`src/rtl/wb_slave_pkg.sv`:
```
// -----------------------------------------------------------------------------
// wb_slave_pkg
// Shared types and constants for the Wishbone register slave (wb_reg_slave)
// and its register bank (wb_reg_bank).
//   DATA_W       : bus / register data width
//   ID_VALUE_DEF : default constant returned by register 0
//   WAIT_CNT_W   : width of the wait-state down-counter (covers 0..15)
//   state_e      : bus-handshake FSM states
// -----------------------------------------------------------------------------
package wb_slave_pkg;

    localparam int                DATA_W       = 32;
    localparam logic [DATA_W-1:0] ID_VALUE_DEF = 32'hCAFE_0001;
    localparam int                WAIT_CNT_W   = 4;

    typedef enum logic [1:0] {
        ST_IDLE = 2'd0,
        ST_WAIT = 2'd1,
        ST_ACK  = 2'd2
    } state_e;

endpackage

```
`src/rtl/wb_reg_bank.sv`:
```
// -----------------------------------------------------------------------------
// wb_reg_bank
// Register storage behind the Wishbone slave.
//   reg 0         : read-only ID constant
//   reg 1..NREGS-2: 32-bit read/write
//   reg NREGS-1   : read-only transaction counter
// Ports:
//   clk, rst  : clock, asynchronous active-high reset
//   wr_en_i   : commit wdata_i into register idx_i (ignored for read-only regs)
//   inc_i     : bump the transaction counter
//   idx_i     : register index for both write and read
//   wdata_i   : write data
//   rdata_o   : combinational read of register idx_i
//   regs_o    : flattened contents, reg k at [32k +: 32]
// -----------------------------------------------------------------------------
module wb_reg_bank
    import wb_slave_pkg::*;
#(
    parameter int                NREGS    = 16,
    parameter logic [DATA_W-1:0] ID_VALUE = ID_VALUE_DEF
) (
    input  logic                          clk,
    input  logic                          rst,
    input  logic                          wr_en_i,
    input  logic                          inc_i,
    input  logic [$clog2(NREGS)-1:0]      idx_i,
    input  logic [DATA_W-1:0]             wdata_i,
    output logic [DATA_W-1:0]             rdata_o,
    output logic [NREGS*DATA_W-1:0]       regs_o
);

    localparam int IDX_W = $clog2(NREGS);

    // Only the R/W registers are stored; reg 0 and the counter live elsewhere.
    logic [DATA_W-1:0] regs_q [1:NREGS-2];
    logic [DATA_W-1:0] cnt_q;

    // NOTE: every register is reset here, because software reads back zeros after
    // reset; a bank without that guarantee could drop the reset and map to RAM.
    // NOTE: state is written with non-blocking assignments so all flops update
    // together at the edge, whatever order the statements are in.
    always_ff @(posedge clk or posedge rst) begin
        if (rst) begin
            for (int k = 1; k <= NREGS-2; k++) begin
                regs_q[k] <= '0;
            end
            cnt_q <= '0;
        end else begin
            if (wr_en_i) begin
                for (int k = 1; k <= NREGS-2; k++) begin
                    if (idx_i == IDX_W'(k)) begin
                        regs_q[k] <= wdata_i;
                    end
                end
            end
            if (inc_i) begin
                cnt_q <= cnt_q + 1'b1;
            end
        end
    end

    // NOTE: the output gets a default before any branch, so no path leaves it
    // unassigned and no latch is inferred.
    always_comb begin
        rdata_o = '0;
        if (idx_i == '0) begin
            rdata_o = ID_VALUE;
        end else if (idx_i == IDX_W'(NREGS-1)) begin
            rdata_o = cnt_q;
        end else begin
            for (int k = 1; k <= NREGS-2; k++) begin
                if (idx_i == IDX_W'(k)) begin
                    rdata_o = regs_q[k];
                end
            end
        end
    end

    assign regs_o[0 +: DATA_W] = ID_VALUE;
    for (genvar g = 1; g <= NREGS-2; g++) begin : g_regs_out
        assign regs_o[g*DATA_W +: DATA_W] = regs_q[g];
    end
    assign regs_o[(NREGS-1)*DATA_W +: DATA_W] = cnt_q;

endmodule

```
`src/rtl/wb_reg_slave.sv`:
```
// -----------------------------------------------------------------------------
// wb_reg_slave
// Wishbone slave with NREGS 32-bit registers and a configurable number of
// wait states. Handshake FSM: IDLE (accepting) -> WAIT (optional) -> ACK.
// Writes commit and read data is captured on the edge entering ACK; dropping
// i_wb_cyc during WAIT abandons the transfer without side effects.
// Optional build macro WB_SLAVE_ERR_EN: adds o_wb_err, raised instead of
// o_wb_ack for out-of-range addresses.
// Ports:
//   clk, rst             : clock, asynchronous active-high reset
//   i_wb_cyc, i_wb_stb   : cycle / strobe from master
//   i_wb_we              : 1 = write, 0 = read
//   i_wb_addr            : byte address, bits [1:0] don't care
//   i_wb_data            : write data
//   o_wb_data            : read data, valid only while o_wb_ack is high
//   o_wb_stall           : high whenever a transfer is in progress
//   o_wb_ack             : one-cycle completion
//   o_regs               : flattened register contents
//   o_wb_err             : (WB_SLAVE_ERR_EN only) out-of-range completion
// -----------------------------------------------------------------------------
module wb_reg_slave
    import wb_slave_pkg::*;
#(
    parameter int                NREGS       = 16,
    parameter int                WAIT_CYCLES = 1,
    parameter logic [DATA_W-1:0] ID_VALUE    = ID_VALUE_DEF
) (
    input  logic                    clk,
    input  logic                    rst,
    input  logic                    i_wb_cyc,
    input  logic                    i_wb_stb,
    input  logic                    i_wb_we,
    input  logic [31:0]             i_wb_addr,
    input  logic [DATA_W-1:0]       i_wb_data,
    output logic [DATA_W-1:0]       o_wb_data,
    output logic                    o_wb_stall,
    output logic                    o_wb_ack,
    output logic [NREGS*DATA_W-1:0] o_regs
`ifdef WB_SLAVE_ERR_EN
    ,
    output logic                    o_wb_err
`endif
);

    localparam int                    IDX_W       = $clog2(NREGS);
    localparam int                    WAIT_LOAD_I = (WAIT_CYCLES > 0) ? WAIT_CYCLES - 1 : 0;
    localparam logic [WAIT_CNT_W-1:0] WAIT_LOAD   = WAIT_CNT_W'(WAIT_LOAD_I);

    state_e                  state_q, state_d;
    logic [WAIT_CNT_W-1:0]   wcnt_q, wcnt_d;
    logic [31:2]             addr_q;
    logic                    we_q;
    logic [DATA_W-1:0]       wdata_q;
    logic [DATA_W-1:0]       rdata_q, rdata_d;

    logic                    accept;
    logic                    enter_ack;
    logic                    oor_block;
    logic [31:2]             req_addr;
    logic                    req_we;
    logic [DATA_W-1:0]       req_wdata;
    logic [IDX_W-1:0]        req_idx;
    logic                    in_range;
    logic [DATA_W-1:0]       bank_rdata;

    // Byte-lane bits carry no meaning for word registers.
    logic unused_addr_bits;
    assign unused_addr_bits = ^i_wb_addr[1:0];

    assign accept = (state_q == ST_IDLE) && i_wb_cyc && i_wb_stb;

    // With zero wait states the commit edge is the accept edge, so the live bus
    // fields are used in IDLE and the latched copies afterwards.
    assign req_addr  = (state_q == ST_IDLE) ? i_wb_addr[31:2] : addr_q;
    assign req_we    = (state_q == ST_IDLE) ? i_wb_we         : we_q;
    assign req_wdata = (state_q == ST_IDLE) ? i_wb_data       : wdata_q;
    assign req_idx   = req_addr[2 +: IDX_W];
    assign in_range  = (req_addr[31:2+IDX_W] == '0);

    always_comb begin
        state_d = state_q;
        wcnt_d  = wcnt_q;
        case (state_q)
            ST_IDLE: begin
                if (accept) begin
                    if (WAIT_CYCLES > 0) begin
                        state_d = ST_WAIT;
                        wcnt_d  = WAIT_LOAD;
                    end else begin
                        state_d = ST_ACK;
                    end
                end
            end
            ST_WAIT: begin
                if (!i_wb_cyc) begin
                    state_d = ST_IDLE;
                end else if (wcnt_q == '0) begin
                    state_d = ST_ACK;
                end else begin
                    wcnt_d = wcnt_q - 1'b1;
                end
            end
            ST_ACK:  state_d = ST_IDLE;
            default: state_d = ST_IDLE;
        endcase
    end

    assign enter_ack = (state_d == ST_ACK) && (state_q != ST_ACK);

`ifdef WB_SLAVE_ERR_EN
    // Out-of-range transfers complete with err and leave all state untouched.
    assign oor_block = !in_range;
`else
    assign oor_block = 1'b0;
`endif

    // Read data only during the ACK cycle; zero otherwise and for writes.
    assign rdata_d = (enter_ack && !req_we && in_range && !oor_block) ? bank_rdata : '0;

    always_ff @(posedge clk or posedge rst) begin
        if (rst) begin
            state_q <= ST_IDLE;
            wcnt_q  <= '0;
            addr_q  <= '0;
            we_q    <= 1'b0;
            wdata_q <= '0;
            rdata_q <= '0;
        end else begin
            state_q <= state_d;
            wcnt_q  <= wcnt_d;
            rdata_q <= rdata_d;
            if (accept) begin
                addr_q  <= i_wb_addr[31:2];
                we_q    <= i_wb_we;
                wdata_q <= i_wb_data;
            end
        end
    end

`ifdef WB_SLAVE_ERR_EN
    logic err_q;

    always_ff @(posedge clk or posedge rst) begin
        if (rst) begin
            err_q <= 1'b0;
        end else if (enter_ack) begin
            err_q <= !in_range;
        end
    end

    assign o_wb_ack = (state_q == ST_ACK) && !err_q;
    assign o_wb_err = (state_q == ST_ACK) && err_q;
`else
    assign o_wb_ack = (state_q == ST_ACK);
`endif

    assign o_wb_stall = (state_q != ST_IDLE);
    assign o_wb_data  = rdata_q;

    wb_reg_bank #(
        .NREGS    (NREGS),
        .ID_VALUE (ID_VALUE)
    ) u_bank (
        .clk     (clk),
        .rst     (rst),
        .wr_en_i (enter_ack && !oor_block && req_we && in_range),
        .inc_i   (enter_ack && !oor_block),
        .idx_i   (req_idx),
        .wdata_i (req_wdata),
        .rdata_o (bank_rdata),
        .regs_o  (o_regs)
    );

endmodule

```
`config.mk`:
```
export PLATFORM = sky130hd
export DESIGN_NAME = wb_reg_slave
export DESIGN_NICKNAME = d
export VERILOG_FILES = /design/src/rtl/wb_slave_pkg.sv /design/src/rtl/wb_reg_bank.sv /design/src/rtl/wb_reg_slave.sv
export SDC_FILE = /design/constraint.sdc
export NUM_CORES = 1
export LEC_CHECK = 0
export CAP_MARGIN = 20
export CORE_ASPECT_RATIO = 0.8
export CORE_MARGIN = 2
export CORE_UTILIZATION = 50
export DETAILED_ROUTE_END_ITERATION = 6
export PLACE_DENSITY_LB_ADDON = 0.12
export REMOVE_ABC_BUFFERS = 1
export SLEW_MARGIN = 20
export SYNTH_ARGS = -nofsm -noshare
export SYNTH_HDL_FRONTEND = slang
export SYNTH_SLANG_ARGS = --single-unit
```
`constraint.sdc`:
```
create_clock -name clk -period 33.9 [get_ports clk]
set_input_delay 5.085 -clock clk [delete_from_list [all_inputs] [get_ports clk]]
set_output_delay 5.085 -clock clk [all_outputs]
set_load 0.01 [all_outputs]
```
==> flow_summary_export.csv <==
group,metric,value,unit
setup_path,critPathLaunchType,"primary input",
cts,htreeDepth,2,
logic_synthesis,syn_area,25800,sq um
timing,timing.fmax,117,MHz
timing,finalSetupViolations,0,
cts,clkLatencyLatePin,630,ps
detailed_routing,antenna_left,0,
cts,cts.repair.resized,0,
place,dp.final_hpwl,69300,um
timing,drv_slew,0,
detailed_routing,drt-total-wl,108000,um
finish,final_cell_mix,"dfrtp_1, clkdlybuf4s50_1, nand2_1",
global_route,grt_pass1_vias,22789,
setup_path,cp_slowest_cell,"nor2_4",
pwr,power,1.83,mW
floorplanning,start_util,50.6,%
floorplanning,die_area,53500,sq um
timing,slew_headroom,21.7,%
setup_path,critPathRequiredTime,34390,ps
cts,cts_setup_buffers,0,
detailed_routing,routedWlPerCell,28.4,um
setup_path,cp_num_buf_inv,2,
finish,nets,3131,
finish,final_common_cell,"dfrtp_1",
global_route,grt_overflow_total,0,
cts,cts_buffer_depth,3,
flow_run,maxCapViolations,0,
setup_path,arrival,9000,ps
logic_synthesis,yosysSeqAreaShare,56.3,%
finish,n_fill_cell,3942,
cts,cts_sinks,581,
floorplanning,coreArea,51000,sq um
cts,cts_buffers,58,
pwr,power_density,54.0,nW/um^2
global_route,grt_pass1_wl,155000,um
global_route,grt_usage,39.6,%
logic_synthesis,syn_avg_cell_area,9.98,sq um
place,port_buffers,580,
floorplanning,rows,74,
logic_synthesis,yosys_warnings,0,
cts,cts_root_buffer,"clkbuf_16",
setup_path,critPathMaxStageDelay,900,ps
global_route,antenna_found_initial,4,
timing,fin_skew,27.9,ps
finish,drive_above_1_share,9.63,%
logic_synthesis,synth-seq-cells,581,
setup_path,end_kind,"flop",
detailed_routing,drc_errors,0,
setup_path,path_delay_family,"simple AND/OR/NAND/NOR gates",
finish,syn2layout_area_growth,31.0,%
logic_synthesis,synth_cells,2588,
setup_path,rrSetupSlack,28920,ps
place,gp_congestion,0.910,
timing,min_period,8520,ps
floorplanning,pin_count,615,
timing,hold_viol,0,
global_route,grt_max_degree,158,
logic_synthesis,ys.flop_type,"dfrtp_1",
logic_synthesis,synth-edff-count,0,
pwr,p_leak,14.2,nW
timing,fin_crit_sh,25.1,%
cts,clk_pin_slew,60,ps
timing,finalSetupTns,0,ps
floorplanning,die_y,207,um
detailed_routing,via_count,23558,
setup_path,crit_chain,"clkdlybuf4s50_1 -> nor2b_1 -> mux2i_4 -> buf_4 -> nor2_4 -> nand2_4 -> o21ai_0",
timing,tightest_slew,1140,ps
timing,grt_setup_unrepaired,"false",
cts,cts_hold_buf,0,
setup_path,criticalPathCategory,"primary input to flop",
detailed_routing,first_iter_violations,2336,
outcome,outcome,"completed",
floorplanning,die_w,258,um
cts,cts_tree,"built",
detailed_routing,via_per_inst,6.22,
setup_path,crit_fanout,64,
pwr,vdd_drop_max,39.1,uV
logic_synthesis,ys_types,86,
detailed_routing,dr.pass1.iters,6,
logic_synthesis,async_flop_share,100,%
min_path,hold_path_class,"flop to flop",
[logic make-up after synthesis]
kind of cell / after synthesis / share of synthesized area [%]
compound gates: 868 / 20.0
xor+xnor: 33 / 1.12
fa+ha+maj: 3 / 0.145
buf+inv: 245 / 4.81
flops: 581 / 56.3
mux: 126 / 5.38
other cells: 2 / 0.0291
simple gates: 730 / 12.2
[worst min-delay path, delay by kind of cell (launching register included)]
| family | cells | cell delay (ps) |
|---|---|---|
| compound gates | 1 | 60 |
| flops | 1 | 360 |
| simple gates | 1 | 50 |
[cells in the mapped netlist (4+ instances only)]
cell type  instances  share of area, %
xor2_1             5              0.17
buf_2             67               1.3
a22oi_1           53               1.5
a21o_1            14              0.41
nor2b_1            6              0.15
a21oi_1          166               3.2
nor2_1           110               1.6
a221oi_1          12              0.41
o21a_1            14              0.41
and3_1             5              0.12
inv_1              5             0.073
buf_6             13              0.57
o221ai_1           7              0.24
mux2_2            64               2.8
o211ai_1           9              0.26
nand3_1           26              0.50
a22o_1            24              0.81
o22ai_1           51               1.2
o21ai_0          393               7.6
dfrtp_1          581                56
buf_4             37               1.1
nor3_1            23              0.45
o31ai_1            5              0.15
clkbuf_1         118               1.7
a211oi_1          10              0.29
a2111oi_0          6              0.20
mux2i_1           57               2.2
nor2_2             4             0.097
and4_1             4              0.14
xnor2_1           28              0.95
o21ai_2           28              0.95
a222oi_1           4              0.16
nand4_1            5              0.12
o21ai_1           32              0.62
nor4_1            12              0.29
nand2_2            7              0.17
a31oi_1            5              0.12
nand2_1          497               7.2
[sequential cells by signal (all words and copies together), names as in the netlist]
name	cells
u_bank.cnt_q	32
u_bank.regs_o	448
wdata_q	32
wcnt_q	4
addr_q	30
state_q	2
o_wb_data	32
we_q	1
[report_power, final]
part / total [mW] / switching, mW / internal [mW]
registers: 0.752 / 0.0272 / 0.725
logic: 0.416 / 0.299 / 0.117
clock network: 0.658 / 0.281 / 0.377
total: 1.83 / 0.607 / 1.22
[path summary, 6_finish.rpt]
check	from	end	cells after the start
max	i_wb_addr[3]	u_bank.regs_o[73]$_DFFE_PP0P_	7
min	u_bank.regs_o[386]$_DFFE_PP0P_	u_bank.regs_o[386]$_DFFE_PP0P_	2
max reg2reg	state_q[0]$_DFF_PP0_	o_wb_data[2]$_DFF_PP0_	8
min reg2reg	u_bank.regs_o[386]$_DFFE_PP0P_	u_bank.regs_o[386]$_DFFE_PP0P_	2
max in group asynchronous	rst	addr_q[4]$_DFFE_PP0P_	4
min in group asynchronous	rst	u_bank.regs_o[366]$_DFFE_PP0P_	2
[per-layer routing]
layer	wire, um	track usage, %
met5	25	0
met3	12300	11.5
met2	49200	61.9
met1	41100	51.7
met4	5200	17.3
[stage by stage]
stage,utilization [%],instances,area (sq um),setup WS (ps),hold slack (ps)
after detailed placement,62.4,3680,31800,24830,493
after global routing,66.3,3790,33800,25340,514
final,66.3,3790,33800,25380,504
after CTS,66.1,3785,33700,25470,506
after floorplan,-,2380,24700,12560,480
after global placement,62.3,3679,31800,24950,481
[final cells by class]
type	count	area (sq um)	area share, %
Antenna cell	2	5.00	0.0148
Clock buffer	88	1720	5.07
Clock inverter	17	191	0.566
Inverter	7	35.0	0.104
Multi-Input combinational cell	1792	10400	30.6
Sequential cell	581	14500	43.0
Tap cell	684	856	2.53
Timing Repair Buffer	619	6120	18.1
(Power assumes the default switching activity.)
